===== src/rtl/shift_add_multiplier_4bit_pkg.sv =====
// Shared definitions for the 4x4 shift-add multiplier: widths, iteration count
// and state encoding.
package shift_add_multiplier_4bit_pkg;

  localparam int OP_W   = 4;
  localparam int PROD_W = 8;
  localparam int N_ITER = 4;

  localparam logic [1:0] LAST_ITER = 2'(N_ITER - 1);

  typedef enum logic [1:0] {
    IDLE = 2'd0,
    CALC = 2'd1,
    DONE = 2'd2
  } state_t;

endpackage


===== src/rtl/shift_add_multiplier_4bit_adder.sv =====
// 4-bit ripple-carry adder used for the partial-product accumulate.
module full_adder_4bit (
  input  logic [3:0] in1,
  input  logic [3:0] in2,
  input  logic       cin,
  output logic [3:0] sum,
  output logic       cout
);

  logic [4:0] carry;

  always_comb begin
    carry    = '0;
    sum      = '0;
    carry[0] = cin;
    for (int i = 0; i < 4; i++) begin
      sum[i]       = in1[i] ^ in2[i] ^ carry[i];
      carry[i + 1] = (in1[i] & in2[i]) | (carry[i] & (in1[i] ^ in2[i]));
    end
    cout = carry[4];
  end

endmodule


===== src/rtl/shift_add_multiplier_4bit.sv =====
// Sequential 4x4 unsigned multiplier: one add-and-shift per clock, fixed
// latency of four CALC edges, product held until the next completion.
//
// state | meaning
// IDLE  | waiting for start; operands captured on the accepting edge
// CALC  | four add/shift iterations on acc, busy high
// DONE  | one-cycle done pulse, then back to IDLE
module shift_add_multiplier_4bit
  import shift_add_multiplier_4bit_pkg::*;
(
  input  logic              clk,
  input  logic              rst_n,
  input  logic              start,
  input  logic [OP_W-1:0]   in1,
  input  logic [OP_W-1:0]   in2,
  output logic              busy,
  output logic              done,
  output logic [PROD_W-1:0] product
);

  state_t              state_q, state_d;
  logic [OP_W-1:0]     mcand_q, mcand_d;
  logic [PROD_W-1:0]   acc_q, acc_d;
  logic [1:0]          count_q, count_d;
  logic                busy_q, busy_d;
  logic                done_q, done_d;
  logic [PROD_W-1:0]   product_q, product_d;

  logic [OP_W-1:0]     addend;
  logic [OP_W-1:0]     sum;
  logic                carry;
  logic [PROD_W-1:0]   acc_shift;

  assign addend = acc_q[0] ? mcand_q : '0;

  full_adder_4bit u_adder (
    .in1  (acc_q[7:4]),
    .in2  (addend),
    .cin  (1'b0),
    .sum  (sum),
    .cout (carry)
  );

  // Carry lands in acc[7], so the 8-bit accumulator can never overflow.
  assign acc_shift = {carry, sum, acc_q[3:1]};

  always_comb begin
    state_d   = state_q;
    mcand_d   = mcand_q;
    acc_d     = acc_q;
    count_d   = count_q;
    busy_d    = busy_q;
    done_d    = done_q;
    product_d = product_q;
    case (state_q)
      IDLE: begin
        if (start) begin
          mcand_d = in1;
          acc_d   = {4'b0000, in2};
          count_d = 2'd0;
          busy_d  = 1'b1;
          state_d = CALC;
        end
      end
      CALC: begin
        acc_d   = acc_shift;
        count_d = count_q + 2'd1;
        if (count_q == LAST_ITER) begin
          product_d = acc_shift;
          done_d    = 1'b1;
          busy_d    = 1'b0;
          state_d   = DONE;
        end
      end
      DONE: begin
        done_d  = 1'b0;
        state_d = IDLE;
      end
      default: begin
        state_d = IDLE;
        busy_d  = 1'b0;
        done_d  = 1'b0;
      end
    endcase
  end

  always_ff @(posedge clk or negedge rst_n) begin
    if (!rst_n) begin
      state_q   <= IDLE;
      mcand_q   <= '0;
      acc_q     <= '0;
      count_q   <= '0;
      busy_q    <= 1'b0;
      done_q    <= 1'b0;
      product_q <= '0;
    end else begin
      state_q   <= state_d;
      mcand_q   <= mcand_d;
      acc_q     <= acc_d;
      count_q   <= count_d;
      busy_q    <= busy_d;
      done_q    <= done_d;
      product_q <= product_d;
    end
  end

  assign busy    = busy_q;
  assign done    = done_q;
  assign product = product_q;

endmodule


===== config.mk =====
export PLATFORM = sky130hd
export DESIGN_NAME = shift_add_multiplier_4bit
export DESIGN_NICKNAME = d
export VERILOG_FILES = /design/src/rtl/shift_add_multiplier_4bit_pkg.sv /design/src/rtl/shift_add_multiplier_4bit_adder.sv /design/src/rtl/shift_add_multiplier_4bit.sv
export SDC_FILE = /design/constraint.sdc
export NUM_CORES = 1
export LEC_CHECK = 0
export BUFFER_PORTS_ARGS = -buffer_cell sky130_fd_sc_hd__buf_2
export CAP_MARGIN = 15
export CORE_MARGIN = 2
export CORE_UTILIZATION = 45
export CTS_CLUSTER_DIAMETER = 200
export CTS_CLUSTER_SIZE = 16
export DETAILED_ROUTE_END_ITERATION = 8
export GPL_TIMING_DRIVEN = 0
export PLACE_DENSITY = 0.66
export SLEW_MARGIN = 0
export SYNTH_ARGS = -nofsm -noshare
export SYNTH_HDL_FRONTEND = slang
export SYNTH_SLANG_ARGS = --single-unit

===== constraint.sdc =====
create_clock -name clk -period 3.9 [get_ports clk]
set_input_delay 0.39 -clock clk [delete_from_list [all_inputs] [get_ports clk]]
set_output_delay 0.39 -clock clk [all_outputs]
set_load 0.05 [all_outputs]

Word level (Yosys, flattened, before mapping)
Cells that the tools add are included.
W data, S select, Z words.
Word-level totals
  output and inout port bits: 10
  logic and storage cells: 53
  flip-flop bits (word level): 26
  bits of input ports: 11
Cells by class
  mux-type cells: 13
  bitwise gates (word level): 19
  reductions and logical operators: 8
  add/sub/neg operators: 1
  equality and inequality tests: 5
Operators with widths (count)
  $pmux W8 S2: 1
  $reduce_and A2 Y1: 5
  $mux W8: 1
  $pmux W2 S2: 2
  $and A1 B1 Y1: 7
  $xor A1 B1 Y1: 7
  $mux W2: 3
  $eq A2 B2 Y1 const B: 2
  $mux W4: 1
  $ne A2 B2 Y1 const B: 2
  $mux W1: 3
  $or A1 B1 Y1: 3
  $pmux W1 S3: 1
  $reduce_and A3 Y1: 1
  $add A2 B1 Y2 const B: 1
  $eq A2 B1 Y1 const B: 1
  $logic_not A2 Y1: 1
  $not A1 Y1: 2
  $pmux W1 S2: 1
  $reduce_bool A2 Y1: 1

Logic depth before layout (Yosys ltp)
Gate-level depths: netlist of the first run.
  depth in word-level cells: 9
  depth in mapped cells: 7
  gate-level depth less buffers: 7

Modules after synthesis
Synthesis of the first run repeated with hierarchy kept, for this count alone.
Second synthesis, totals
  cell total of the unflattened synthesis: 98
  area, all modules: 1213.7 um^2
Modules (own cells, without submodules)
  shift_add_multiplier_4bit: area each 1096.1 um^2, sequential area each 650.6 um^2, cells each 84, times used 1
  full_adder_4bit: area each 117.6 um^2, sequential area each 0.0 um^2, cells each 14, times used 1

Least setup slack after synthesis of the first run
OpenSTA, ideal clock, no wires.
  path type: reg-to-reg
  start: register acc_q[0]
  end: register acc_q[6]
  required time: 3.817 ns
  path slack: 1.779 ns
  buffers on the path: 0
  setup time: 0.083 ns
  arrival: 2.038 ns
  stages on the path, launching flop included: 8
  path through: dfrtp_1 > and2_1 > ha_1 > fa_1 > fa_1 > inv_1 > fa_1 > o21ai_0
Between the ends
  longest elaborated chain between the ends: 8
Ends and longest elaborated chain
  start: declaration: RTL line shift_add_multiplier_4bit.sv:23  | logic [PROD_W-1:0] acc_q, acc_d;
  start signal: assignment: RTL line shift_add_multiplier_4bit.sv:91  | acc_q <= '0;
  start signal: assignment: RTL line shift_add_multiplier_4bit.sv:99  | acc_q <= acc_d;
  $mux W4 (*): RTL line shift_add_multiplier_4bit.sv:34  | assign addend = acc_q[0] ? mcand_q : '0;
  $and A1 B1 Y1 or $xor A1 B1 Y1 (tied branches): RTL line shift_add_multiplier_4bit_adder.sv:18  | carry[i + 1] = (in1[i] & in2[i]) | (carry[i] & (in1[i] ^ in2[i]));
  $and A1 B1 Y1: RTL line shift_add_multiplier_4bit_adder.sv:18
  $or A1 B1 Y1: RTL line shift_add_multiplier_4bit_adder.sv:18
  $and A1 B1 Y1: RTL line shift_add_multiplier_4bit_adder.sv:18
  $or A1 B1 Y1: RTL line shift_add_multiplier_4bit_adder.sv:18
  $xor A1 B1 Y1 (*): RTL line shift_add_multiplier_4bit_adder.sv:17  | sum[i] = in1[i] ^ in2[i] ^ carry[i];
  $pmux W8 S2 (*): RTL line shift_add_multiplier_4bit.sv:55  | case (state_q)
Mark *: on every way between the ends. The rest lies on a longest branch, timed or not.
A chain may end at the register's enable or synchronous reset.

Worst setup path in the final report of the first run
  start: register acc_q[0]
  end: register product_q[6] (netlist: product[6])
Between the ends
  longest elaborated chain between the ends: 7
Ends and longest elaborated chain
  $mux W4 (*): RTL line shift_add_multiplier_4bit.sv:34
  $and A1 B1 Y1 or $xor A1 B1 Y1 (tied branches): RTL line shift_add_multiplier_4bit_adder.sv:18
  $and A1 B1 Y1: RTL line shift_add_multiplier_4bit_adder.sv:18
  $or A1 B1 Y1: RTL line shift_add_multiplier_4bit_adder.sv:18
  $and A1 B1 Y1: RTL line shift_add_multiplier_4bit_adder.sv:18
  $or A1 B1 Y1: RTL line shift_add_multiplier_4bit_adder.sv:18
  $xor A1 B1 Y1 (*): RTL line shift_add_multiplier_4bit_adder.sv:17
  end signal: assignment: RTL line shift_add_multiplier_4bit.sv:103  | product_q <= product_d;
  end: declaration: RTL line shift_add_multiplier_4bit.sv:27  | logic [PROD_W-1:0] product_q, product_d;
Marks and branches as above.

==> flow_metrics.env, run 1 <==
export IMPL_status="finished, final reports clean"
export IMPL_wl_met3_microns=123
export IMPL_period_share_pct=58.70
export IMPL_synth_common_cells="26 x dfrtp_1, 5 x mux2_2, 5 x mux2_4, 5 x nand2_1, 5 x nor2_1"
export IMPL_wl_met2_microns=1003
export IMPL_hp_class="in -> async"
export IMPL_syn_inst=90
export IMPL_max_cap_violations=0
export IMPL_drv_slew=0
export IMPL_nets=131
export IMPL_antenna_found_initial=0
export IMPL_dp_cells=140
export IMPL_p_switching_mw=0.5410
export IMPL_start_util_pct=48.16
export IMPL_peakVddDrop_v=0.0005248
export IMPL_power_density_nw_per_um2=920.2
export IMPL_wl_microns=2044
export IMPL_cts_tree="yes"
export IMPL_drt_met1_wl_microns=883
export IMPL_vias_per_cell=5.224
export IMPL_grt_max_degree=27
export IMPL_yosysTopAreaCell="dfrtp_1"
export IMPL_power_share_switching_pct=42.75
export IMPL_die_h_microns=55.96
export IMPL_worst_ep_arrival_time_ns=2.53
export IMPL_detail_route_antenna_nets=0
export IMPL_power_internal_mw=0.7244
export IMPL_drive_gt1_share_pct=40.71
export IMPL_yosysMostFrequentCell="dfrtp_1"
export IMPL_critPathRequiredTime_ns=4.14
export IMPL_multi_input_area_sq_um=519.2
export IMPL_p_leak_nw=0.6709
export IMPL_clkPwrFrac_pct=8.8
export IMPL_port_buffers=20
export IMPL_cp_end_kind="register"
export IMPL_slew_headroom_pct=62.62
export IMPL_cp_max_fo=5
export IMPL_first_pass_iters=4
export IMPL_via_count=747
export IMPL_grt_pass1_vias=796
export IMPL_instances_no_fill=143
export IMPL_design_area_sq_um=1375
export IMPL_power_frac_seq_pct=37.8
export IMPL_placed_area_sq_um=1353
export IMPL_synth_flop_cell="dfrtp_1"
export IMPL_wl_per_cell_microns=14.29
export IMPL_cts_root_buffer="clkbuf_4"
export IMPL_synth_cell_types=28
export IMPL_die_w_microns=55.96
export IMPL_synth_edff_count=0
export IMPL_top_layer="met4"
export IMPL_async_flop_share_pct=100.0
export IMPL_drt_iter0_drc=11
export IMPL_core_area_sq_um=2522
export IMPL_post_cts_setup_buffer_count=0
export IMPL_p_comb_share_pct=53.5
export IMPL_cts_resized=0
export IMPL_grt_pass1_wl_microns=3588
export IMPL_hold_violations=0
export IMPL_rsz0062_at_grt="false"
export IMPL_ys_seq_elements=26
export IMPL_pin_count=21
export IMPL_num_antenna_cells=0
export IMPL_die_area_sq_um=3132
export IMPL_cp_start_kind="register"
export IMPL_ys_warn_count=0
export IMPL_gr_total_overflow=0
export IMPL_grt_use_total_pct=15.16
export IMPL_total_power_mw=1.265
export IMPL_htreeDepth=1
export IMPL_clock_skew_ns=0.001885
export IMPL_cts_made_buffers=3
export IMPL_syn_num_nets=106
export IMPL_seqCellArea_sq_um=650.6
export IMPL_fill_cells=220
export IMPL_area_growth_pct=13.18
export IMPL_synth_top_cells_by_area="dfrtp_1 54%, mux2_4 6.2%, fa_1 4.9%, mux2_2 4.6%, a22o_1 2.2%"
export IMPL_synth_top_area_share_pct=53.55
export IMPL_synth_area_sq_um=1215
export IMPL_drcViolationCount=0
export IMPL_cts_hold_buf=0
export IMPL_path_clk_slew_ns=0.13
export IMPL_clock_latency_ns=0.32
export IMPL_dp_hpwl_microns=1577
export IMPL_clock_sinks=26
export IMPL_yosysSeqAreaShare_pct=53.55
export IMPL_fmax_ghz=0.4368
export IMPL_worst_pin_slew_ns=0.5606
export IMPL_setup_viol=0
export IMPL_fin_tns_setup_ns=0
export IMPL_gp_routability_congestion=0.7108
export IMPL_clockBufferDepth=2
export IMPL_fp_row_count=18
export IMPL_crit_type="reg -> reg"
export IMPL_period_minus_slack_ns=2.289
export IMPL_avgSynthCellArea_sq_um=13.50
[cells by family after synthesis]
kind of cell,after synthesis,synth area share [%]
buffers and inverters,7,3.707
and+or+nand+nor,24,12.46
AOI/OAI and AO/OA,18,12.46
DFF,26,53.55
adders and majority gates,5,7.003
muxes,10,10.81
[metrics by stage]
stage	hold slack (ns)	util (%)	setup slack [ns]
global route	0.07433	54.51	1.490
finish	0.04167	54.51	1.611
CTS	0.05787	54.51	1.566
global placement	0.4134	53.62	1.665
detailed placement	0.4206	53.62	1.601
floorplan	0.09441	-	1.779
[power groups by stage]
stage          combinational [mW]  clock [mW]  sequential [mW]
2_1_floorplan               0.392           0            0.629
3_3_place_gp                0.673           0            0.479
3_5_place_dp                0.690           0            0.487
4_1_cts                     0.690       0.114            0.481
5_1_grt                     0.747       0.128            0.497
6_report                    0.677       0.111            0.478
[critical path, stage by stage, from the launching register on]
cell,delay (ns)
dfrtp_1,0.44
and2_1,0.16
ha_1,0.18
fa_1,0.37
fa_1,0.36
inv_1,0.08
fa_1,0.43
o21ai_0,0.19
[registers in the layout (all words and copies together), names as in the netlist]
name     cells
done         1
mcand_q      4
product      8
state_q      2
acc_q        8
count_q      2
busy         1
[final cells by class]
class	instances	area share [%]
Sequential cell	26	47.32
Multi-Input combinational cell	57	37.76
Timing Repair Buffer	20	7.279
Tap cell	30	2.730
Buffer	3	2.184
Clock buffer	3	1.638
Inverter	4	1.092
[metal layers]
layer  track usage, %  vias up
li1                 -      363
met1            18.85      363
met2            23.70       16
met3            5.349        5
met4            6.803        0
met5                0        -
[cells in the final DEF (no fill, tap or decap), drive strengths merged, types with 3 or more instances in the layout]
master  instances
nand2b          3
nand3b          3
nand2           5
o21ai           4
fa              3
and2            3
buf            23
dfrtp          26
nor2            7
mux2           10
a22o            3
inv             4
clkbuf          3
[final timing paths]
check / slack [ns] / startpoint / cells past startpoint / endpoint
max in group asynchronous: 3.49 / rst_n / 1 / mcand_q[2]$_DFFE_PN0P_
min reg2reg: 0.51 / product[6]$_DFFE_PN0P_ / 2 / product[6]$_DFFE_PN0P_
min: 0.04 / rst_n / 1 / product[1]$_DFFE_PN0P_
min in group clk: 0.29 / in1[1] / 2 / mcand_q[1]$_DFFE_PN0P_
max reg2reg: 1.61 / acc_q[0]$_DFFE_PN0P_ / 7 / product[6]$_DFFE_PN0P_
max: 1.61 / acc_q[0]$_DFFE_PN0P_ / 7 / product[6]$_DFFE_PN0P_
Power figures use the tool's default switching activity.
==> inputs of run 2 (changes only) <==
Clock period 3.9 ns to 2.2 ns, I/O delays scaled along.
==> flow_metrics.env, run 2 (synthesis results as in run 1) <==
export IMPL_status="finished, final reports clean"
export IMPL_slew_headroom_pct=62.71
export IMPL_reg2reg_slack_ns=0.09
export IMPL_worst_pin_slew_ns=0.5594
export IMPL_clock_sinks=26
export IMPL_dp_cells=140
export IMPL_wl_per_cell_microns=14.25
export IMPL_fill_cells=220
export IMPL_mostFrequentLayoutCell="dfrtp_1"
export IMPL_path_clk_slew_ns=0.13
export IMPL_drv_slew=0
export IMPL_utilization_pct=55.80
export IMPL_num_antenna_cells=0
export IMPL_min_path_cells=2
export IMPL_fin_tns_setup_ns=0
export IMPL_slowest_delay_ns=0.43
export IMPL_drt_iter0_drc=8
export IMPL_gr_total_overflow=0
export IMPL_clock_skew_ns=0.002199
export IMPL_cts_root_buffer="clkbuf_4"
export IMPL_top_layer="met4"
export IMPL_port_buffers=20
export IMPL_peakVddDrop_v=0.0009315
export IMPL_grt_pass1_vias=799
export IMPL_critPathRequiredTime_ns=2.46
export IMPL_drcViolationCount=0
export IMPL_fmax_ghz=0.4750
export IMPL_period_share_pct=95.69
export IMPL_die_w_microns=55.96
export IMPL_hold_violations=0
export IMPL_power_density_nw_per_um2=1633
export IMPL_fp_row_count=18
export IMPL_dp_hpwl_microns=1577
export IMPL_cp_common_cell="fa_2"
export IMPL_pin_count=21
export IMPL_period_minus_slack_ns=2.105
export IMPL_path_cells="and2_1 -> ha_2 -> fa_2 -> fa_2 -> inv_2 -> fa_1 -> o21ai_1"
export IMPL_nets=134
export IMPL_cp_max_fo=3
export IMPL_die_h_microns=55.96
export IMPL_p_leak_nw=0.6789
export IMPL_cp_start_kind="register"
export IMPL_setup_viol=0
export IMPL_wl_met2_microns=1031
export IMPL_grt_pass1_wl_microns=3608
export IMPL_cp_end_kind="register"
export IMPL_detail_route_antenna_nets=0
export IMPL_drt_met1_wl_microns=913
export IMPL_core_area_sq_um=2522
export IMPL_cts_tree="yes"
export IMPL_first_pass_iters=4
export IMPL_area_growth_pct=15.86
export IMPL_layout_common_cells="26 x dfrtp_1, 20 x buf_2"
export IMPL_die_area_sq_um=3132
export IMPL_grt_use_total_pct=15.21
export IMPL_instances_no_fill=146
export IMPL_antenna_found_initial=0
export IMPL_wl_microns=2080
export IMPL_clock_latency_ns=0.32
export IMPL_vias_per_cell=5.192
export IMPL_worst_ep_arrival_time_ns=2.36
export IMPL_gp_routability_congestion=0.7108
export IMPL_rr_worst_depth=7
export IMPL_hp_class="in -> reg"
export IMPL_critical_path_slowest_cell="fa_1"
export IMPL_via_count=758
export IMPL_wl_met3_microns=100
export IMPL_grt_max_degree=27
export IMPL_crit_type="reg -> reg"
export IMPL_start_util_pct=48.16
export IMPL_cts_made_buffers=3
export IMPL_rsz0062_at_grt="false"
export IMPL_drive_gt1_share_pct=44.83
export IMPL_clockBufferDepth=2
export IMPL_htreeDepth=1
export IMPL_max_cap_violations=0
-- run 2: final cells by class --
| cell class | instances | area [sq um] | area share [%] |
|---|---|---|---|
| Buffer | 3 | 30.03 | 2.133 |
| Timing Repair Buffer | 23 | 125.1 | 8.889 |
| Sequential cell | 26 | 650.6 | 46.22 |
| Inverter | 4 | 15.01 | 1.067 |
| Tap cell | 30 | 37.54 | 2.667 |
| Multi-Input combinational cell | 57 | 526.8 | 37.42 |
| Clock buffer | 3 | 22.52 | 1.600 |
-- run 2: per-stage QoR --
step | hold WS, ns | instance area [sq um] | setup slack [ns] | power (mW)
2_1_floorplan | -0.07559 | 1215 | 0.07889 | 1.810
3_3_place_gp | 0.2434 | 1353 | -0.03496 | 2.041
3_5_place_dp | 0.2506 | 1353 | -0.09858 | 2.085
4_1_cts | 0.1126 | 1398 | 0.04524 | 2.314
5_1_grt | 0.1020 | 1408 | 0.01788 | 2.485
6_report | 0.1226 | 1408 | 0.09481 | 2.299
-- run 2: critical path: cells and delay by family, from the launching register on --
family	cells	cell delay (ns)
buf+inv	1	0.06
flops	1	0.41
compound gates	1	0.14
fa+ha+maj	4	1.27
simple gates	1	0.15
-- run 2: routing by layer --
metal / vias to the layer above / track usage (%)
li1: 370 / -
met1: 367 / 19.00
met2: 16 / 23.70
met3: 5 / 5.349
met4: 0 / 6.803
met5: - / 0
-- run 2: repair_timing --
action | 4_1_cts | 5_1_grt
endpoints found under the hold margin | 26 | 0
pin swaps | 2 | 0
resized for setup | 5 | 1
endpoints found under the setup margin | 2 | 2
hold buffers | 1 | 0
setup buffers | 1 | 1
-- run 2: report_power, final --
group          internal (mW)  switching [mW]
Combinational          0.556           0.701
Clock                 0.0643           0.133
Sequential             0.701           0.143
Total                   1.32           0.977
-- run 2: worst paths after layout --
kind | startpoint | endpoint
setup reg to reg | acc_q[0]$_DFFE_PN0P_ | product[6]$_DFFE_PN0P_
hold / removal | in1[1] | mcand_q[1]$_DFFE_PN0P_
setup / recovery | acc_q[0]$_DFFE_PN0P_ | product[6]$_DFFE_PN0P_
hold reg to reg | mcand_q[1]$_DFFE_PN0P_ | mcand_q[1]$_DFFE_PN0P_
min in group asynchronous | rst_n | done$_DFFE_PN0P_
max in group asynchronous | rst_n | mcand_q[0]$_DFFE_PN0P_
